**src/rtl/mul_seq_pkg.sv**
```systemverilog
// Shared types and constants for the iterative multiply / multiply-accumulate sequencer.
package mul_seq_pkg;

  localparam int unsigned MUL_DATA_W = 32;
  localparam int unsigned MUL_CNT_W  = 6;

  typedef enum logic [1:0] {
    ST_IDLE = 2'b00,
    ST_ZERO = 2'b01,
    ST_ON   = 2'b10,
    ST_END  = 2'b11
  } mul_state_e;

  localparam logic [1:0] ACC_NONE = 2'b00;
  localparam logic [1:0] ACC_ADD  = 2'b01;
  localparam logic [1:0] ACC_SUB  = 2'b10;

endpackage

```
**src/rtl/mul_seq.sv**
```systemverilog
// Shift-add multiplier with optional HI/LO accumulate; one partial product per clock.
// EX holds start_i high and stalls until ready_o, exactly as for the divider.
module mul_seq
  import mul_seq_pkg::*;
#(
  parameter int unsigned DATA_W = MUL_DATA_W,
  parameter int unsigned CNT_W  = MUL_CNT_W
) (
  input  logic                clk,
  input  logic                rst,
  input  logic                start_i,
  input  logic                annul_i,
  input  logic                signed_i,
  input  logic [1:0]          accum_i,
  input  logic [DATA_W-1:0]   opdata1_i,
  input  logic [DATA_W-1:0]   opdata2_i,
  input  logic [2*DATA_W-1:0] hilo_i,
  output logic [2*DATA_W-1:0] result_o,
  output logic                ready_o,
  output logic                busy_o
);

  localparam int unsigned      RES_W    = 2 * DATA_W;
  localparam logic [CNT_W-1:0] LAST_CNT = CNT_W'(DATA_W - 1);

  mul_state_e        r_state;
  logic              r_neg;
  logic [1:0]        r_accum;
  logic [RES_W-1:0]  r_hilo;
  logic [RES_W-1:0]  r_mcand;
  logic [DATA_W-1:0] r_mplier;
  logic [RES_W-1:0]  r_acc;
  logic [CNT_W-1:0]  r_cnt;

  logic              w_neg1;
  logic              w_neg2;
  logic [DATA_W-1:0] w_mag1;
  logic [DATA_W-1:0] w_mag2;
  logic              w_op_zero;
  logic [RES_W-1:0]  w_acc_next;
  logic [RES_W-1:0]  w_prod;
  logic [RES_W-1:0]  w_result;

  // Operand magnitudes at start and the combinational finish adder.
  always_comb begin
    w_neg1     = signed_i & opdata1_i[DATA_W-1];
    w_neg2     = signed_i & opdata2_i[DATA_W-1];
    w_mag1     = w_neg1 ? (~opdata1_i + DATA_W'(1)) : opdata1_i;
    w_mag2     = w_neg2 ? (~opdata2_i + DATA_W'(1)) : opdata2_i;
    w_op_zero  = (opdata1_i == '0) || (opdata2_i == '0);
    w_acc_next = r_acc + (r_mplier[0] ? r_mcand : '0);
    w_prod     = '0;
    if (r_state != ST_ZERO) begin
      w_prod = r_neg ? (~w_acc_next + RES_W'(1)) : w_acc_next;
    end
    case (r_accum)
      ACC_ADD: w_result = r_hilo + w_prod;
      ACC_SUB: w_result = r_hilo - w_prod;
      default: w_result = w_prod;
    endcase
  end

  always_ff @(posedge clk or negedge rst) begin
    if (!rst) begin
      r_state  <= ST_IDLE;
      r_neg    <= 1'b0;
      r_accum  <= ACC_NONE;
      r_hilo   <= '0;
      r_mcand  <= '0;
      r_mplier <= '0;
      r_acc    <= '0;
      r_cnt    <= '0;
      result_o <= '0;
      ready_o  <= 1'b0;
      busy_o   <= 1'b0;
    end else if (annul_i && (r_state != ST_IDLE)) begin
      // Flush wins over both start_i and a completing step.
      r_state  <= ST_IDLE;
      result_o <= '0;
      ready_o  <= 1'b0;
      busy_o   <= 1'b0;
    end else begin
      case (r_state)
        ST_IDLE: begin
          if (start_i && !annul_i) begin
            r_accum  <= accum_i;
            r_hilo   <= hilo_i;
            r_neg    <= w_neg1 ^ w_neg2;
            r_mcand  <= RES_W'(w_mag1);
            r_mplier <= w_mag2;
            r_acc    <= '0;
            r_cnt    <= '0;
            r_state  <= w_op_zero ? ST_ZERO : ST_ON;
            busy_o   <= !w_op_zero;
          end
        end
        ST_ZERO: begin
          // Two edges here so the zero path reports two cycles after start.
          if (r_cnt == '0) begin
            r_cnt <= CNT_W'(1);
          end else begin
            result_o <= w_result;
            ready_o  <= 1'b1;
            r_state  <= ST_END;
          end
        end
        ST_ON: begin
          r_acc    <= w_acc_next;
          r_mcand  <= r_mcand << 1;
          r_mplier <= r_mplier >> 1;
          r_cnt    <= r_cnt + CNT_W'(1);
          if (r_cnt == LAST_CNT) begin
            result_o <= w_result;
            ready_o  <= 1'b1;
            busy_o   <= 1'b0;
            r_state  <= ST_END;
          end
        end
        ST_END: begin
          // Result held until EX drops start_i; no restart while it stays high.
          if (!start_i) begin
            r_state  <= ST_IDLE;
            result_o <= '0;
            ready_o  <= 1'b0;
          end
        end
        default: r_state <= ST_IDLE;
      endcase
    end
  end

endmodule

```
**config.mk**
```make
export PLATFORM = sky130hd
export DESIGN_NAME = mul_seq
export DESIGN_NICKNAME = d
export VERILOG_FILES = /design/src/rtl/mul_seq_pkg.sv /design/src/rtl/mul_seq.sv
export SDC_FILE = /design/constraint.sdc
export NUM_CORES = 1
export LEC_CHECK = 0
export ABC_AREA = 1
export CAP_MARGIN = 20
export CORE_MARGIN = 10
export CORE_UTILIZATION = 50
export DETAILED_ROUTE_END_ITERATION = 6
export DONT_BUFFER_PORTS = 1
export GPL_TIMING_DRIVEN = 0
export MAX_ROUTING_LAYER = met4
export PLACE_DENSITY_LB_ADDON = 0.05
export SYNTH_ARGS = -nofsm -noshare
export SYNTH_HDL_FRONTEND = slang
export SYNTH_SLANG_ARGS = --single-unit
```
**constraint.sdc**
```tcl
create_clock -name clk -period 5.6 [get_ports clk]
set_input_delay 0.56 -clock clk [delete_from_list [all_inputs] [get_ports clk]]
set_output_delay 0.56 -clock clk [all_outputs]
set_load 0.01 [all_outputs]
```
==> metrics, run 1 <==
status finished with violations; violated checks negative hold slack, negative setup slack; grt total ovfl 0; Buffers & Inverters on Critical Path 9; Crit-path slowest cell dfrtp_4; placement-stage cell area just over 0.03 mm2; nature of the critical path endpoint flop; Die X-Extent 263 um; average size of a mapped cell about 6 um2; fmax 0.158 GHz; Total GRT Usage around a third; Design Area, Final 0.0392 mm2; Critical Path Max Stage Delay approximately 0.50 ns; RSZ-0062 raised after global routing yes; clock latency on the worst-skew pair ~0.6 ns; CP required 6.08 ns; final hold violations 301; most frequent cells in the layout nand2_1, inv_1, dfrtp_1, nand2_2, buf_4; MaxCap Viol Count 0; worst-margin pin slew ~1.2 ns; initial antenna violation count 3; violation count after the first detailed-routing iteration between 2,000 and 3,000; share of cells above drive strength 1 between 20% and 30%; Starting Density between 50 and 60%; most common cell after layout, fill and taps aside nand2_1; Vias per Instance 5.62; r2r setup slk -0.72 ns; Site Rows just under 90; Tmin final around 6.3 ns; first-pass GRT wire length approximately 180,000 um; Top cell by count, worst path nor2_4; largest net degree at the start of global routing between 300 and 400; CTS tree built; clk root buf clkbuf_16; WHS -0.319 ns; via count between 30,000 and 40,000; io pins ~200; Setup Skew 0.0287 ns; arrival time at the worst endpoint 6.79 ns; worst setup margin -0.715 ns; Seq/Total Area, Yosys 25.5%; # DRC 0; Die Y between 200 and 300 um; Synth cell types 59; Synth Instances 4,920; RR Endpoint result_o[63]; crit-path max FO 6; Startpoint Class flop; Syn. warnings 0; number of flops mapped to enable cells by yosys 0; die area 0.0691 mm2; setup violators final 37; drt wl/cell slightly below 20 um; Crit path max-delay family simple AND/OR/NAND/NOR gates; vias in the first global route around 32,000; Routed WL 119,000 um; setup TNS -13.12 ns; IO buf count 0; Total Nets Final approximately 5,500; Worst slew margin 22.6%; H-tree lvl count 2; Netlist Area Pre-Place 0.0295 mm2; Inserted Clock Buffers 36; Setup CP Type flop to flop; RD Place Congestion approximately 1.0; Worst Hold Class input pin to async pin; RR Startpoint r_mplier[0]; drt first pass iters 6; final core utilization approximately two thirds; Register-to-Register Path Depth 44; Clk pin slew, worst setup/hold paths approximately 0.070 ns; crit share post-route 113%; CORE AREA about 0.058 mm2; clk sinks ~300; FF+latch count, synth 301; Synth Net Count about 5,200; Area Growth Syn to Fin 32.8%; CTS max path bufs 3; max-slew violation total from the final report 0; async set-or-reset flop fraction in the synthesized netlist between 90% and 100%; Routed Antenna Nets 0; HPWL Detailed 89,500 um; Main synth FF type dfrtp_1
## cells by family (layout without fill, tap and decap cells)
family	after synthesis	in the layout	share of synthesized area [%]
XOR/XNOR	96	96	2.95
other	0	1	0
AND/OR/NAND/NOR	2539	2539	36.3
AO/OA/AOI/OAI	761	761	15.3
flip-flops	301	301	25.5
adder cells (fa/ha/maj)	141	141	6.03
buffers and inverters	1082	1416	13.8
## flip-flops by register name (all words and copies together) (netlist names), 2 cells and up
signal	count
r_hilo	64
r_mplier	32
r_cnt	6
r_mcand	64
r_acc	64
r_accum	2
result_o	64
r_state	2
## worst max path at each step
stage / startpoint / endpoint / depth (start not counted)
4_1_cts: r_mplier[0] / result_o[62] / 42
5_1_grt: r_mplier[0] / result_o[63] / 48
3_5_place_dp: r_mplier[0] / result_o[62] / 42
2_1_floorplan: r_mplier[0] / result_o[59] / 42
6_report: r_mplier[0] / result_o[63] / 44
3_3_place_gp: r_mplier[0] / result_o[62] / 42
## metrics by stage
stage	cells	setup slack, ns
after CTS	5927	-0.548
after global placement	5685	-2.61
after floorplan	4920	-0.0535
after global routing	6020	-1.07
final	6020	-0.715
after detailed placement	5687	-2.61
## cells in the mapped netlist, types with 4 or more instances
library cell | count | share of area (%)
o221ai_1 | 13 | 0.39
xnor2_1 | 36 | 1.1
o21a_1 | 8 | 0.20
a21oi_1 | 241 | 4.1
o21ai_0 | 214 | 3.6
a21boi_0 | 6 | 0.15
o31ai_1 | 5 | 0.13
buf_2 | 10 | 0.17
nand3_1 | 267 | 4.5
clkbuf_1 | 98 | 1.2
nor2_1 | 398 | 5.1
dfrtp_1 | 301 | 26
o211ai_1 | 52 | 1.3
or2_2 | 18 | 0.38
inv_2 | 26 | 0.33
o21ai_1 | 14 | 0.24
nor4_1 | 17 | 0.36
xor2_1 | 57 | 1.7
ha_1 | 139 | 5.9
nor2_8 | 4 | 0.27
buf_1 | 19 | 0.24
nor2_4 | 11 | 0.42
o21bai_1 | 9 | 0.23
inv_1 | 923 | 12
o22ai_1 | 98 | 2.1
nand4_1 | 35 | 0.74
a32o_1 | 38 | 1.3
a31oi_1 | 42 | 0.89
nand2_1 | 1629 | 21
nor3_1 | 51 | 0.87
clkinv_1 | 6 | 0.076
nand3b_1 | 10 | 0.25
nand2_2 | 31 | 0.66
nand3_2 | 34 | 1.2
nor2_2 | 19 | 0.40
and2_1 | 4 | 0.085
## routing by layer
| metal | GRT usage, % | part of all wire, % | vias to the layer above |
|---|---|---|---|
| met4 | 12.5 | 4.9 | 0 |
| li1 | - | - | 16200 |
| met2 | 54.5 | 47 | 1272 |
| met1 | 41.4 | 41 | 16000 |
| met5 | - | 0 | - |
| met3 | 4.06 | 6.9 | 336 |
## worst reg2reg max path, delay by kind of cell (launching register included)
family	cells	cell delay (ns)
simple gates	27	3.28
compound gates	4	0.58
buf+inv	9	0.85
xor+xnor	1	0.14
fa+ha+maj	3	0.85
flops	1	0.50
## repair_timing
item                       in CTS  in global routing
pin swaps                     180                180
gates resized for setup       810                505
gates cloned                    2                  0
setup endpoints to repair      51                 45
buffers inserted              178                 93
hold endpoints to repair      301                301
## layout make-up
cell class / instances / area (um2)
Antenna cell: 1 / 2.50
Buffer: 126 / 548
Clock buffer: 46 / 1000
Clock inverter: 17 / 284
Fill cell: 5184 / 18900
Inverter: 955 / 3600
Multi-Input combinational cell: 3537 / 23000
Sequential cell: 301 / 7540
Tap cell: 765 / 957
Timing Repair Buffer: 272 / 2240
Power of run 1 is left out: the tool's default activity adds up to more than one toggle a clock period on the data nets, which glitch-free logic cannot reach.
==> run 2: changes to the inputs <==
ABC_AREA = not set   (was 1)
CORE_ASPECT_RATIO = 0.6   (was not set)
==> metrics, run 2 <==
Synth cell types ~110; Critical Path Max Stage Delay 0.46 ns; die area a little over 0.06 mm2; Yosys top cell by area dfrtp_1; most frequent cells in the layout nand2_1, dfrtp_1, nor2_1, a21oi_1, buf_4; Total GRT Usage a little under a third; clk sinks around 300; initial antenna violation count 1; Area Growth Syn to Fin 26.1%; RD Place Congestion roughly 1.0; arrival time at the worst endpoint about 8.5 ns; share of cells above drive strength 1 around a quarter; Tmin final between 8 and 9 ns; CTS tree built; most frequent cell after synthesis nand2_1; Syn. warnings 0; largest net degree at the start of global routing about 300; status finished with violations; crit share post-route 144%; Buffers & Inverters on Critical Path 4; Starting Density 50.8%; Synth area leaders dfrtp_1, ha_1, a21oi_1, o21ai_0, nand2_1; # DRC 0; RR Endpoint result_o[63]; setup violators final slightly above 50; Site Rows 64; most common cell after layout, fill and taps aside nand2_1; drt wl/cell 23.7 um; crit-path max FO 8; Netlist Area Pre-Place 0.0260 mm2; Total Nets Final 3,781; violated checks negative hold slack, negative setup slack; clock latency on the worst-skew pair about 0.58 ns; via count roughly 27,000; r2r setup slk -2.48 ns; CTS max path bufs 3; Die X-Extent 315 um; violation count after the first detailed-routing iteration between 3,000 and 4,000; Die Y slightly below 200 um; worst setup margin -2.48 ns; FF+latch count, synth approximately 300; Crit path max-delay family compound AO/OA/AOI/OAI gates; Synth Net Count about 3,500; max-slew violation total from the final report 0; Worst Hold Class input pin to async pin; Inserted Clock Buffers 34; Synth Instances approximately 3,200; CORE AREA a little over 0.05 mm2; Setup CP Type flop to flop; WHS -0.295 ns; Routed WL between 90,000 and 100,000 um; io pins 201; HPWL Detailed between 70,000 and 80,000 um; Seq/Total Area, Yosys between 20% and 30%; async set-or-reset flop fraction in the synthesized netlist 100%; H-tree lvl count 2; worst-margin pin slew between 1 and 1.5 ns; RR Startpoint r_mplier[0]; Worst slew margin around a quarter; Routed Antenna Nets 0; vias in the first global route around 26,000; average size of a mapped cell 8.08 um2; Yosys top cell area share between 20% and 30%; final hold violations 301; Startpoint Class flop; CP required roughly 6.0 ns; nature of the critical path endpoint flop; MaxCap Viol Count 0; Post-synth top cells nand2_1, a21oi_1, dfrtp_1; Main synth FF type dfrtp_1; fill count roughly 4,400; Register-to-Register Path Depth 35; Vias per Instance about 6.5; clk root buf clkbuf_16; IO buf count 0; pre-CTS setup slack -3.87 ns; grt total ovfl 0; first-pass GRT wire length between 100,000 and 150,000 um; Top cell by count, worst path a21o_1; number of flops mapped to enable cells by yosys 0; fmax ~0.12 GHz; Clk pin slew, worst setup/hold paths 0.06 ns; drt first pass iters 6; RSZ-0062 raised after global routing yes; Setup Skew between 0.03 and 0.04 ns; Crit-path slowest cell or3_4
[run 2: changes by cell type after synthesis, moves of 61 or more]
cell,before,now
a21o_1,1,79
a21oi_1,241,302
a22o_1,1,80
and2_1,4,98
inv_1,923,62
mux2_2,0,73
nand2_1,1629,346
nand3_1,267,53
nor2_1,398,286
o21ai_0,214,282
o22ai_1,98,5
xnor2_1,36,140
[run 2: repair_timing]
action / 4_1_cts / 5_1_grt
gates resized for setup: 371 / 257
pin swaps: 194 / 209
endpoints found under the setup margin: 61 / 54
hold endpoints to repair: 301 / 301
buffers inserted: 168 / 103
[run 2: metrics by stage]
stage                     hold WS (ns)  util (%)  cells  instance area (um2)  setup TNS, ns
after floorplan                  0.264         -   3223                26300         -38.58
after global routing            -0.317      64.1   4224                32800         -87.80
after global placement           0.273      53.0   3916                27200        -135.41
after detailed placement         0.273      53.0   3916                27200        -135.97
final                           -0.295      64.1   4224                32800         -74.69
after CTS                       -0.325      60.7   4127                31100         -68.53
[run 2: logic make-up (layout without fill, tap and decap cells)]
| family | Yosys count | in the layout | share of synthesized area [%] |
|---|---|---|---|
| simple gates | 1109 | 1109 | 20.8 |
| compound gates | 1074 | 1074 | 26.8 |
| flops | 301 | 301 | 28.9 |
| xor+xnor | 250 | 250 | 8.44 |
| buf+inv | 239 | 546 | 3.62 |
| fa+ha+maj | 141 | 141 | 6.83 |
| mux | 109 | 109 | 4.54 |
| other cells | 0 | 1 | 0 |
[run 2: worst max path at each step]
stage | startpoint | endpoint | cells past startpoint
after floorplan | r_mplier[0] | result_o[61] | 35
after global placement | r_state[1] | result_o[60] | 31
after detailed placement | r_state[1] | result_o[63] | 34
after CTS | r_mplier[0] | result_o[61] | 36
after global routing | r_mplier[0] | result_o[61] | 39
final | r_mplier[0] | result_o[63] | 35
[run 2: per-layer routing]
metal	GRT usage (%)	share of wire, %	up-vias	routed length [um]
met5	-	0	-	0
met4	7.53	2.3	0	2270
met3	8.47	11	173	10800
met2	44.0	42	1322	42100
met1	43.8	45	13400	44800
li1	-	-	12400	-
[run 2: cell type report]
| class | count | area, um2 | share of cell area, % |
|---|---|---|---|
| Sequential cell | 301 | 7530 | 22.9 |
| Antenna cell | 1 | 2.50 | 0.00762 |
| Timing Repair Buffer | 264 | 2130 | 6.48 |
| Inverter | 62 | 233 | 0.709 |
| Multi-Input combinational cell | 2683 | 20200 | 61.5 |
| Tap cell | 693 | 867 | 2.64 |
| Clock buffer | 48 | 945 | 2.88 |
| Buffer | 159 | 731 | 2.23 |
| Clock inverter | 13 | 188 | 0.572 |
[run 2: worst reg2reg max path: cells and delay by family, from the launching register on]
| family | cells | cell delay [ns] |
|---|---|---|
| adder cells (fa/ha/maj) | 3 | 0.84 |
| AND/OR/NAND/NOR | 6 | 1.60 |
| flip-flops | 1 | 0.40 |
| XOR/XNOR | 3 | 0.45 |
| AO/OA/AOI/OAI | 19 | 3.98 |
| buffers and inverters | 4 | 0.71 |
Power of run 2 is left out for the same reason.
